--- config.mk ---
export PLATFORM = sky130hd
export DESIGN_NAME = indicator_writer
export DESIGN_NICKNAME = d
export VERILOG_FILES = /design/src/rtl/indicator_writer.sv
export SDC_FILE = /design/constraint.sdc
export NUM_CORES = 1
export LEC_CHECK = 0
export CAP_MARGIN = 15
export CORE_AREA = 2 2 126 128
export CTS_CLUSTER_DIAMETER = 60
export DETAILED_ROUTE_END_ITERATION = 12
export DIE_AREA = 0 0 128 130
export PLACE_DENSITY_LB_ADDON = 0.08
export SLEW_MARGIN = 10
export SYNTH_ARGS = -nofsm -noshare
export SYNTH_HDL_FRONTEND = slang
export SYNTH_SLANG_ARGS = --single-unit
--- constraint.sdc ---
create_clock -name clk -period 3.2 [get_ports clk]
set_clock_uncertainty 0.2 [all_clocks]
set_input_delay 0.64 -clock clk [delete_from_list [all_inputs] [get_ports clk]]
set_output_delay 0.64 -clock clk [all_outputs]
set_load 0.01 [all_outputs]
--- src/rtl/indicator_writer.sv ---
// Binary-to-BCD indicator digit writer.
// Converts a captured binary value with shift-add-3, one bit per clock, then
// writes one digit code per clock (MSD first) with leading-zero blanking and an
// overflow marker at index 0.
module indicator_writer #(
   parameter int unsigned DIGITS     = 8,
   parameter int unsigned WIDTH      = 27,
   parameter logic [3:0]  BLANK_CODE = 4'hF,
   parameter logic [3:0]  ERR_CODE   = 4'hE
) (
   input  logic             clk,
   input  logic             reset,
   input  logic             start,
   input  logic [WIDTH-1:0] value,
   output logic             busy,
   output logic             done,
   output logic             load_number,
   output logic             load_index,
   output logic [3:0]       number_out,
   output logic [2:0]       index_out
);

   localparam int unsigned BW = DIGITS * 4;
   localparam int unsigned CW = $clog2(WIDTH + 1);

   typedef enum logic [1:0] {StIdle, StConvert, StEmit, StFinish} state_t;

   state_t           state;
   logic [WIDTH-1:0] shift_reg;
   logic [BW-1:0]    bcd_reg;
   logic [BW-1:0]    bcd_adj;
   logic [CW-1:0]    bit_cnt;
   logic [2:0]       emit_idx;
   logic             overflow;
   logic             seen_nonzero;
   logic [3:0]       cur_digit;
   logic [3:0]       code;

   // Both strobes always move together.
   assign load_index = load_number;

   // Add-3 correction of every BCD nibble ahead of the shift.
   always_comb begin
      bcd_adj = bcd_reg;
      for (int i = 0; i < DIGITS; i++) begin
         if (bcd_reg[i*4 +: 4] >= 4'd5) begin
            bcd_adj[i*4 +: 4] = bcd_reg[i*4 +: 4] + 4'd3;
         end
      end
   end

   // Select the BCD digit at the current emit position.
   always_comb begin
      cur_digit = 4'h0;
      for (int i = 0; i < DIGITS; i++) begin
         if (emit_idx == 3'(i)) begin
            cur_digit = bcd_reg[i*4 +: 4];
         end
      end
   end

   // Digit code with overflow marking and leading-zero blanking.
   always_comb begin
      if (overflow) begin
         code = (emit_idx == 3'd0) ? ERR_CODE : BLANK_CODE;
      end else if (cur_digit != 4'd0) begin
         code = cur_digit;
      end else if (!seen_nonzero && emit_idx != 3'd0) begin
         code = BLANK_CODE;
      end else begin
         code = cur_digit;
      end
   end

   // Control FSM with registered outputs.
   always_ff @(posedge clk or posedge reset) begin
      if (reset) begin
         state        <= StIdle;
         shift_reg    <= '0;
         bcd_reg      <= '0;
         bit_cnt      <= '0;
         emit_idx     <= 3'd0;
         overflow     <= 1'b0;
         seen_nonzero <= 1'b0;
         busy         <= 1'b0;
         done         <= 1'b0;
         load_number  <= 1'b0;
         number_out   <= 4'h0;
         index_out    <= 3'h0;
      end else begin
         done        <= 1'b0;
         load_number <= 1'b0;
         unique case (state)
            StIdle: begin
               if (start) begin
                  shift_reg <= value;
                  bcd_reg   <= '0;
                  overflow  <= 1'b0;
                  bit_cnt   <= CW'(WIDTH);
                  busy      <= 1'b1;
                  state     <= StConvert;
               end
            end
            StConvert: begin
               {bcd_reg, shift_reg} <= {bcd_adj, shift_reg} << 1;
               // A bit leaving the top nibble means the value needs more digits.
               if (bcd_adj[BW-1]) begin
                  overflow <= 1'b1;
               end
               bit_cnt <= bit_cnt - 1'b1;
               if (bit_cnt == CW'(1)) begin
                  emit_idx     <= 3'(DIGITS - 1);
                  seen_nonzero <= 1'b0;
                  state        <= StEmit;
               end
            end
            StEmit: begin
               load_number <= 1'b1;
               number_out  <= code;
               index_out   <= emit_idx;
               if (cur_digit != 4'd0) begin
                  seen_nonzero <= 1'b1;
               end
               if (emit_idx == 3'd0) begin
                  state <= StFinish;
               end else begin
                  emit_idx <= emit_idx - 3'd1;
               end
            end
            StFinish: begin
               busy  <= 1'b0;
               done  <= 1'b1;
               state <= StIdle;
            end
         endcase
      end
   end

endmodule

* Word level (Yosys, flattened, before mapping)
Index checks and enable logic that the tools add are counted.
Word-level totals: bits in writable memories 0, bits in read-only memories 0, register bits 81, word-level logic and storage cells 105, output and inout bits 11, memories kept 0, bits in latches 0, input port bits 30
Cells by class: add/subtract/negate cells 10, bitwise operators 0, reduce and logical (&&, ||, !) cells 15, $lt $le $gt $ge 8, shift operators 0, multiply operators 0, muxes and demuxes 43, div/mod/pow operators 0, equal/unequal tests 17
Operator list (number):
- two-way mux 4 bit | 19
- one-hot mux 32 bit (2 select lines) | 1
- one-hot mux 27 bit (2 select lines) | 1
- adder 4 x 2 -> 4 bit, second input constant | 8
- >= comparator 4 x 3 -> 1 bit, second input constant | 8
- two-way mux 32 bit | 1
- two-way mux 27 bit | 1
- == test 3 bit, second input constant | 4
- inequality test 2 bit, second input constant | 6
- AND reduction 3 bit | 4
- one-hot mux 5 bit (2 select lines) | 1
- two-way mux 1 bit | 8
- one-hot mux 2 bit (4 select lines) | 1
- == test 3 x 2 -> 1 bit, second input constant | 2
- two-way mux 2 bit | 3
- two-way mux 3 bit | 2
- one-hot mux 1 bit (2 select lines) | 3
- one-hot mux 3 bit (2 select lines) | 1
- nonzero test 2 bit | 3
- == test 5 x 1 -> 1 bit, second input constant | 1
- two-way mux 5 bit | 1
- subtractor 5 x 1 -> 5 bit, second input constant | 1
- == test 2 bit, second input constant | 2
- AND reduction 2 bit | 2
- other kinds (9) | 9

* Depth between registers and ports, before layout
Gate-level depths: netlist (run 1).
depth in word-level cells 12, gate-level depth with buffers 9, depth with buffers taken out 8

* Worst setup path before layout (run 1)
OpenSTA, ideal clock, no wires.
path type reg2reg, from register emit_idx[0], to register number_out[0], buffers on the path 1, period minus slack after synthesis 2288 ps, setup slack 912 ps, setup time 82 ps, stages on the path, launching flop included 10, arrival 2006 ps, required time 2918 ps, path through dfrtp_1 inv_1 ha_1 buf_6 nor2b_1 a221o_1 a311oi_2 and3_4 o211ai_4 a31oi_1
On the way: word-level cells in the longest chain between the ends 12, elaborated cells on any way between the ends 23, classes of those cells eq/ne: 7; mux: 12; reduce/logical: 4
RTL lines:
- start, declared | line 33 | logic [2:0] emit_idx;
- start signal, assigned | line 112 | emit_idx <= 3'(DIGITS - 1);
- start signal, assigned | line 127 | emit_idx <= emit_idx - 3'd1;
- logical NOT 3 bit | line 56, 65
- two-way mux 4 bit (8 in series) | line 56 | if (emit_idx == 3'(i)) begin
- nonzero test 4 bit / two-way mux 4 bit (equally long branches) | line 66, 68
- two-way mux 4 bit | line 66 | end else if (cur_digit != 4'd0) begin
- two-way mux 4 bit * | line 64 | if (overflow) begin
- end signal, assigned | line 119 | number_out <= code;
- end, declared | line 19 | output logic [3:0] number_out,
Mark *: on every way between the ends. The rest lies on a longest branch, timed or not. A chain may end at the register's enable or synchronous reset.

* Worst setup path after layout (run 1)
Same ends and word-level chain as after synthesis.

==> flow_summary.yaml, run 1 <==
outcome:
  status: "finished clean"
worst_setup_path:
  critical_path_required_ns: 3.27
  critPathMaxFanout: 14
  path_class: "flip-flop to flip-flop"
  reg2reg_setup_slack_ns: 0.50
  setup.worst_path.start_class: "flip-flop"
  end_kind: "flip-flop"
  cp.arrival_ns: 2.77
detailed_routing:
  vias_per_cell: 4.92
  vias: 3443
  drtAntennaViolNets: 0
  drt_first_pass_iters: 5
  drc_errors: 0
  wirelength_um: 11000
  post_drt_wl_per_cell_um: 15.7
  drtIter0Drc: 138
logic_synthesis:
  synth_warnings: 0
  yosysTopAreaCell: "dfrtp_1"
  synth-seq-cells: 81
  synth_cells: 468
  ys.flop_type: "dfrtp_1"
  synth_common_cells: "81 x dfrtp_1, 50 x nand2_1, 47 x o21ai_0, 34 x nor2_1, 33 x a21oi_1"
  seq_area_frac_synth_pct: 45.4
  syn-num-nets: 525
  synth_area_leaders: "dfrtp_1 45%, ha_1 7.6%, o21ai_0 5.3%"
  synth_cell_types: 47
  synthDominantCellAreaShare_pct: 45.4
  postSynthAreaPerCell_um2: 9.54
  yosysMostFrequentCell: "dfrtp_1"
  synth-edff-count: 0
  async_reset_ff_share_pct: 100
  netlist_area_mm2: 0.00447
clocking:
  clockBufferDepth: 2
  insertion_delay_ns: 0.35
  cts_inserted_buffers: 9
  root_buffer: "clkbuf_16"
  cts_hold_buf: 0
  post_cts_buffers: 0
  tritoncts: "built"
  clock_sinks: 81
  cts_resized: 0
  clk_pin_slew_ns: 0.06
  cts.htree.levels: 3
sta:
  rsz0062_at_grt: "false"
  slew_headroom_pct: 52.6
  worstMarginPinSlew_ns: 0.709
  slew_violations: 0
  setup_viol: 0
  post-route-period-util_pct: 84.3
  fin_crit_ns: 2.70
  finalSetupTns_ns: 0
  hold_viol_final: 0
  fin_ws_ns: 0.502
  clock.fmax_ghz: 0.371
global_routing:
  grt_max_degree: 36
  grt_pass1_vias: 3547
  antenna_found_initial: 0
  grt.overflow.total: 0
  grt_usage_pct: 14.4
  grt_pass1_wl_um: 18600
place:
  numPlacedInstances: 684
  gp_congestion: 0.809
  dpl.hpwl_um: 7830
  place_ws_ns: 0.532
  port_buffers: 40
hold_path:
  hp-class: "flip-flop to flip-flop"
final_layout:
  final-seq-area_mm2: 0.00203
  filler_cell_count: 1569
  syn_to_final_growth_pct: 21.7
  antenna_cells: 0
  final_net_count: 560
  utilization_pct: 35.2
  layoutNonFillerInstCount: 700
  largest_reg_flops: 32
  multi_input_area_mm2: 0.00224
  drive_gt1_share_pct: 7.28
floorplanning:
  core_mm2: 0.0154
  die_h_um: 130
  num_rows: 46
  die_w_um: 128
  io-pin-count: 41
  start_util_pct: 29.0
  die_area_mm2: 0.0166
power_and_ir_drop:
  leakagePower_nw: 2.24
  p_per_area_mw_per_mm2: 917
  peakVddDrop_mv: 0.404
flow_run:
  cap_viol_max_count: 0
## layout make-up
cell class / instances / area share [%]
Clock buffer: 9 / 4.14
Inverter: 25 / 1.75
Tap cell: 192 / 4.42
Clock inverter: 7 / 2.19
Multi-Input combinational cell: 336 / 41.2
Sequential cell: 81 / 37.3
Timing Repair Buffer: 50 / 8.98
## cell usage in the layout, fill, tap and decap left out, types with 12 or more instances in the layout
cell             instances
o21ai_0                 46
nand2b_1                12
nor2_1                  34
mux2i_1                 23
nand2_1                 50
clkdlybuf4s50_1         40
a21oi_1                 33
dfrtp_1                 81
o22ai_1                 20
inv_1                   24
ha_1                    26
## power by group
part | switching [W] | total [W] | internal (W)
clock | 0.000442 | 0.00120 | 0.000762
combinational | 0.00128 | 0.00219 | 0.000902
sequential | 0.000242 | 0.00159 | 0.00135
total | 0.00197 | 0.00498 | 0.00302
## path summary, 6_finish.rpt
kind / startpoint / cells after the start / end
min in group asynchronous: reset / 2 / shift_reg[23]
setup / recovery: emit_idx[0] / 8 / number_out[0]
setup reg to reg: emit_idx[0] / 8 / number_out[0]
max in group asynchronous: reset / 3 / seen_nonzero
hold / removal: shift_reg[8] / 2 / shift_reg[8]
hold reg to reg: shift_reg[8] / 2 / shift_reg[8]
## critical path, cell delays in order (launching register included)
cell and delay (ns):
dfrtp_1 0.44, inv_1 0.12, ha_1 0.38, or2_1 0.33
a221o_1 0.28, a311oi_2 0.33, and3_4 0.27, o211ai_4 0.09
a31oi_1 0.17
## layer usage
layer | track usage, % | wire length (µm) | vias up | part of all wire [%]
met5 | 0 | 0 | - | 0
li1 | - | - | 1732 | -
met2 | 22.9 | 5020 | 43 | 46
met4 | 4.40 | 167 | 0 | 1.5
met1 | 19.1 | 5450 | 1656 | 49
met3 | 4.18 | 378 | 12 | 3.4
## metrics by stage
| stage | power, W | hold slack [ns] | instance area, µm² |
|---|---|---|---|
| 5_1_grt | 0.00543 | 0.305 | 5440 |
| 3_3_place_gp | 0.00381 | 0.264 | 5090 |
| 6_report | 0.00498 | 0.279 | 5440 |
| 4_1_cts | 0.00508 | 0.285 | 5440 |
| 3_5_place_dp | 0.00384 | 0.271 | 5090 |
| 2_1_floorplan | 0.00313 | 0.250 | 4470 |
## cell families (layout without fill, tap and decap cells)
group                    count (synthesis)  in the layout  share of synthesized area [%]
AO/OA/AOI/OAI                          140            140                           19.8
AND/OR/NAND/NOR                        127            127                           13.4
flip-flops                              81             81                           45.4
buffers and inverters                   51             91                           4.71
adder cells (fa/ha/maj)                 27             27                           7.57
multiplexers                            27             27                           6.16
XOR/XNOR                                15             15                           2.94
Note: power is estimated with default switching activity, not from simulation.
==> run 2: changes to the inputs <==
clock period = 2.3 ns   (was 3.2 ns; I/O delays follow)
==> run 2 against run 1 <==
The flow now finishes with violations (setup timing); flip-flop and latch count is the same; register-to-register slack worse by 0.56 ns; final cell count rose by 4.0%; critical endpoint is now number_out[2].
==> flow_summary.yaml, run 2 (synthesized netlist as in run 1, its figures left out) <==
outcome:
  status: "complete, but fails checks"
  violations: "setup timing"
final_layout:
  final_area_mm2: 0.00580
  mostFrequentLayoutCell: "dfrtp_1"
  largest_reg_flops: 32
  drive_gt1_share_pct: 15.7
  antenna_cells: 0
  utilization_pct: 37.6
  mostFrequentLayoutCells: "79 x dfrtp_1, 50 x nand2_1, 46 x o21ai_0"
  final_net_count: 588
  syn_to_final_growth_pct: 29.8
detailed_routing:
  drc_errors: 0
  drtIter0Drc: 147
  drt_first_pass_iters: 4
  vias: 3600
  post_drt_wl_per_cell_um: 15.3
  drtAntennaViolNets: 0
  vias_per_cell: 4.95
  wirelength_um: 11100
worst_setup_path:
  setup.worst_path.start_class: "flip-flop"
  cp_slowest_stage_delay_ns: 0.45
  cp.arrival_ns: 2.38
  critical_path.slowest_cell: "dfrtp_2"
  r2r-start: "emit_idx[0]"
  cp_cell_sequence: "inv_2 -> ha_2 -> nand3b_1 -> a2111oi_2 -> o22ai_1 -> and3_4 -> a311oi_2 -> a21oi_1"
  end_kind: "flip-flop"
  path_class: "flip-flop to flip-flop"
  crit_path_start: "emit_idx[0]"
  critical_path_required_ns: 2.32
  critPathMaxFanout: 5
clocking:
  cts.htree.levels: 3
  clock_sinks: 81
  cts_inserted_buffers: 9
  clockBufferDepth: 2
  insertion_delay_ns: 0.35
  clk_pin_slew_ns: 0.06
  root_buffer: "clkbuf_16"
  cts_hold_buf: 0
  tritoncts: "built"
floorplanning:
  num_rows: 46
  die_h_um: 130
  die_area_mm2: 0.0166
  die_w_um: 128
  start_util_pct: 29.0
  core_mm2: 0.0154
  io-pin-count: 41
place:
  gp_congestion: 0.803
  port_buffers: 40
  dpl.hpwl_um: 8030
  placed_area_mm2: 0.00536
sta:
  clock.fmax_ghz: 0.424
  slew_violations: 0
  hold_viol_final: 0
  setup_viol: 1
  fin_crit_ns: 2.36
  rsz0062_at_grt: "true"
  fin_ws_ns: -0.0559
  post-route-period-util_pct: 102
  slew_headroom_pct: 68.5
  finalSetupTns_ns: -0.0559
  worstMarginPinSlew_ns: 0.472
power_and_ir_drop:
  comb_power_share_pct: 49.7
  p_int_w: 0.00447
  power_frac_seq_pct: 30.1
  p_per_area_mw_per_mm2: 1270
  clock_power_share_pct: 20.2
  leakagePower_nw: 2.40
  peakVddDrop_mv: 0.550
  p_switching_w: 0.00288
  switching_share_pct: 39.2
global_routing:
  grt_pass1_wl_um: 18500
  grt_max_degree: 34
  grt.overflow.total: 0
  met3_usage_pct: 4.02
  grtUsageMet2_pct: 22.9
  grt_usage_pct: 14.4
  busiest_layer: "met2"
  grtUsageMet1_pct: 19.1
  antenna_found_initial: 0
  grt_pass1_vias: 3555
flow_run:
  cap_viol_max_count: 0
hold_path:
  hp-start: "shift_reg[8]"
  hp-class: "flip-flop to flip-flop"
[run 2: power by group through the flow]
stage	sequential [W]	clock [W]	combinational [W]
6_report	0.00221	0.00148	0.00365
5_1_grt	0.00228	0.00160	0.00408
4_1_cts	0.00221	0.00154	0.00366
3_5_place_dp	0.00223	0	0.00353
3_3_place_gp	0.00222	0	0.00351
2_1_floorplan	0.00217	0	0.00218
[run 2: stage by stage]
| step | setup slack (ns) | instances | hold slack [ns] | power [W] |
|---|---|---|---|---|
| 6_report | -0.0559 | 728 | 0.279 | 0.00735 |
| 5_1_grt | -0.171 | 728 | 0.309 | 0.00796 |
| 4_1_cts | 0.00764 | 727 | 0.286 | 0.00742 |
| 3_5_place_dp | -0.195 | 708 | 0.271 | 0.00576 |
| 3_3_place_gp | -0.0825 | 708 | 0.262 | 0.00572 |
| 2_1_floorplan | 0.0117 | 468 | 0.250 | 0.00436 |
[run 2: cell type report]
cell class	count	area (µm²)
Fill cell	1573	9630
Multi-Input combinational cell	336	2330
Sequential cell	81	2030
Timing Repair Buffer	78	790
Tap cell	192	240
Clock buffer	10	239
Inverter	25	97.6
Clock inverter	6	67.6
[run 2: layer usage]
metal  vias up  part of all wire (%)
met4         0                   1.4
met5         -                     0
met2        57                    47
met3        12                   3.5
li1       1797                     -
met1      1734                    48
[run 2: final timing paths]
check                           endpoint  slack [ns]  cells past startpoint
max in group asynchronous    emit_idx[1]        1.10                      3
min reg2reg                 shift_reg[8]        0.28                      2
max reg2reg                number_out[2]       -0.06                      8
max                        number_out[2]       -0.06                      8
min                         shift_reg[8]        0.28                      2
min in group asynchronous    bcd_reg[10]        0.29                      2
[run 2: what timing repair did]
item,in CTS,in global routing
setup buffers,3,1
resized for setup,16,8
endpoints found under the hold margin,0,0
setup endpoints to repair,5,8
pin swaps,7,3
[run 2: worst max-delay path, delay by kind of cell, from the launching register on]
family | cells | cell delay (ns)
AO/OA/AOI/OAI | 4 | 0.89
flip-flops | 1 | 0.45
AND/OR/NAND/NOR | 2 | 0.35
buffers and inverters | 1 | 0.11
adder cells (fa/ha/maj) | 1 | 0.24
==> run 3: changes to the inputs <==
CORE_AREA = 5 5 129 131   (was 2 2 126 128)
DIE_AREA = 0 0 134 136   (was 0 0 128 130)
==> run 3 against run 2 <==
The flow still finishes with violations (setup timing); register-to-register slack gained 0.04 ns; final cell count rose by 0.41%; largest power group unchanged; total power shrank 1.4%; non-clock buffer count up 3; first-iteration DRC count up 48%; highest routed layer unchanged; critical path depth is the same; combinational power is essentially flat; final area shrank 0.80%; via count rose by 1.2%; routed wire length up 0.48%; clock-buffer cell count grew 1; sequential share of layout area grew 0.28 points.
==> flow_summary.yaml, run 3 (synthesized netlist as in run 1, its figures left out) <==
worst_setup_path:
  critPathMaxFanout: 4
  path_delay_family: "compound AO/OA/AOI/OAI gates"
  critical_path.slowest_cell: "dfrtp_2"
  cp_num_buf_inv: 1
  reg2reg_setup_slack_ns: -0.01
  path_common_cell: "a311oi_2"
  cp_cell_sequence: "inv_2 -> ha_4 -> or2_1 -> a221o_1 -> a311oi_2 -> and3_4 -> a311oi_2 -> a21oi_1"
  cp_slowest_stage_delay_ns: 0.44
  critical_path_required_ns: 2.36
  path_class: "flip-flop to flip-flop"
  rr_worst_depth: 8
  setup.worst_path.start_class: "flip-flop"
  critical_path_depth: 8
  cp.arrival_ns: 2.38
  end_kind: "flip-flop"
detailed_routing:
  drtIter0Drc: 218
  vias_per_cell: 4.98
  drt_first_pass_iters: 4
  vias: 3642
  drc_errors: 0
  drtAntennaViolNets: 0
  post_drt_wl_per_cell_um: 15.3
  wirelength_um: 11200
final_layout:
  mostFrequentLayoutCell: "dfrtp_1"
  final_net_count: 591
  filler_cell_count: 1546
  largest_reg_flops: 32
  multi_input_area_mm2: 0.00233
  syn_to_final_growth_pct: 28.8
  drive_gt1_share_pct: 15.8
  layoutNonFillerInstCount: 731
  utilization_pct: 37.1
  mostFrequentLayoutCells: "79 x dfrtp_1, 50 x nand2_1, 46 x o21ai_0"
  final-seq-area_mm2: 0.00203
  antenna_cells: 0
place:
  gp_congestion: 0.797
  numPlacedInstances: 709
  dpl.hpwl_um: 7810
  port_buffers: 40
global_routing:
  grt_pass1_vias: 3850
  grt.overflow.total: 0
  grt_max_degree: 82
  grt_usage_pct: 13.1
  antenna_found_initial: 0
  grt_pass1_wl_um: 19000
power_and_ir_drop:
  p_per_area_mw_per_mm2: 1260
  leakagePower_nw: 2.38
  total_power_w: 0.00725
  peakVddDrop_mv: 0.447
floorplanning:
  core_mm2: 0.0155
  io-pin-count: 41
  die_h_um: 136
  die_area_mm2: 0.0182
  num_rows: 46
  die_w_um: 134
  start_util_pct: 28.8
sta:
  fin_crit_ns: 2.31
  fin_ws_ns: -0.0109
  clock.fmax_ghz: 0.433
  worstMarginPinSlew_ns: 0.468
  finalSetupTns_ns: -0.0166
  hold_viol_final: 0
  slew_headroom_pct: 68.8
  rsz0062_at_grt: "true"
  setup_viol: 2
  post-route-period-util_pct: 100
  slew_violations: 0
clocking:
  insertion_delay_ns: 0.34
  clockBufferDepth: 2
  clock_sinks: 81
  tritoncts: "built"
  clk_pin_slew_ns: 0.06
  cts_inserted_buffers: 9
  cts_hold_buf: 0
  cts.htree.levels: 3
  root_buffer: "clkbuf_16"
outcome:
  status: "complete, but fails checks"
  violations: "setup timing"
flow_run:
  cap_viol_max_count: 0
hold_path:
  hold_depth: 2
  hp-class: "flip-flop to flip-flop"
run 3: report_power, final:
| group | switching [W] | leakage [nW] | internal (W) | total (W) |
|---|---|---|---|---|
| Clock | 0.000597 | 0.137 | 0.000785 | 0.00138 |
| Combinational | 0.00194 | 1.23 | 0.00170 | 0.00364 |
| Sequential | 0.000341 | 1.01 | 0.00188 | 0.00222 |
| Total | 0.00288 | 2.38 | 0.00437 | 0.00725 |
run 3: final timing paths:
path	from	to
setup / recovery	emit_idx[0]	number_out[2]
hold / removal	shift_reg[21]	shift_reg[21]
setup reg to reg	emit_idx[0]	number_out[2]
hold reg to reg	shift_reg[21]	shift_reg[21]
max in group asynchronous	reset	emit_idx[0]
min in group asynchronous	reset	shift_reg[24]
run 3: area by class of cell:
class                           count  share of cell area [%]
Sequential cell                    81                    35.3
Inverter                           25                    1.74
Multi-Input combinational cell    336                    40.6
Tap cell                          192                    4.18
Clock inverter                      5                   0.522
Clock buffer                       11                    4.40
Timing Repair Buffer               81                    13.3
run 3: what timing repair did:
action | in CTS | in global routing
resized for setup | 14 | 11
setup endpoints to repair | 4 | 4
buffers inserted | 4 | 2
pin swaps | 8 | 5
run 3: through the flow:
stage	hold WS (ns)	setup WS (ns)	area, µm²
4_1_cts	0.289	0.000989	5680
5_1_grt	0.303	-0.115	5750
6_report	0.280	-0.0109	5750
2_1_floorplan	0.250	0.0117	4470
3_5_place_dp	0.275	-0.126	5320
3_3_place_gp	0.266	-0.0504	5320
run 3: worst reg2reg max path, cell delays in order (launching register included):
cell	delay, ns
dfrtp_2	0.44
inv_2	0.09
ha_4	0.17
or2_1	0.22
a221o_1	0.27
a311oi_2	0.30
and3_4	0.28
a311oi_2	0.10
a21oi_1	0.17
run 3: per-layer routing:
| metal | routed length [µm] | GRT usage (%) | vias to the layer above | share of wire (%) |
|---|---|---|---|---|
| li1 | - | - | 1796 | - |
| met1 | 5360 | 16.4 | 1774 | 48 |
| met2 | 5330 | 22.3 | 56 | 48 |
| met3 | 333 | 3.03 | 16 | 3.0 |
| met4 | 181 | 4.40 | 0 | 1.6 |
| met5 | 0 | 0 | - | 0 |
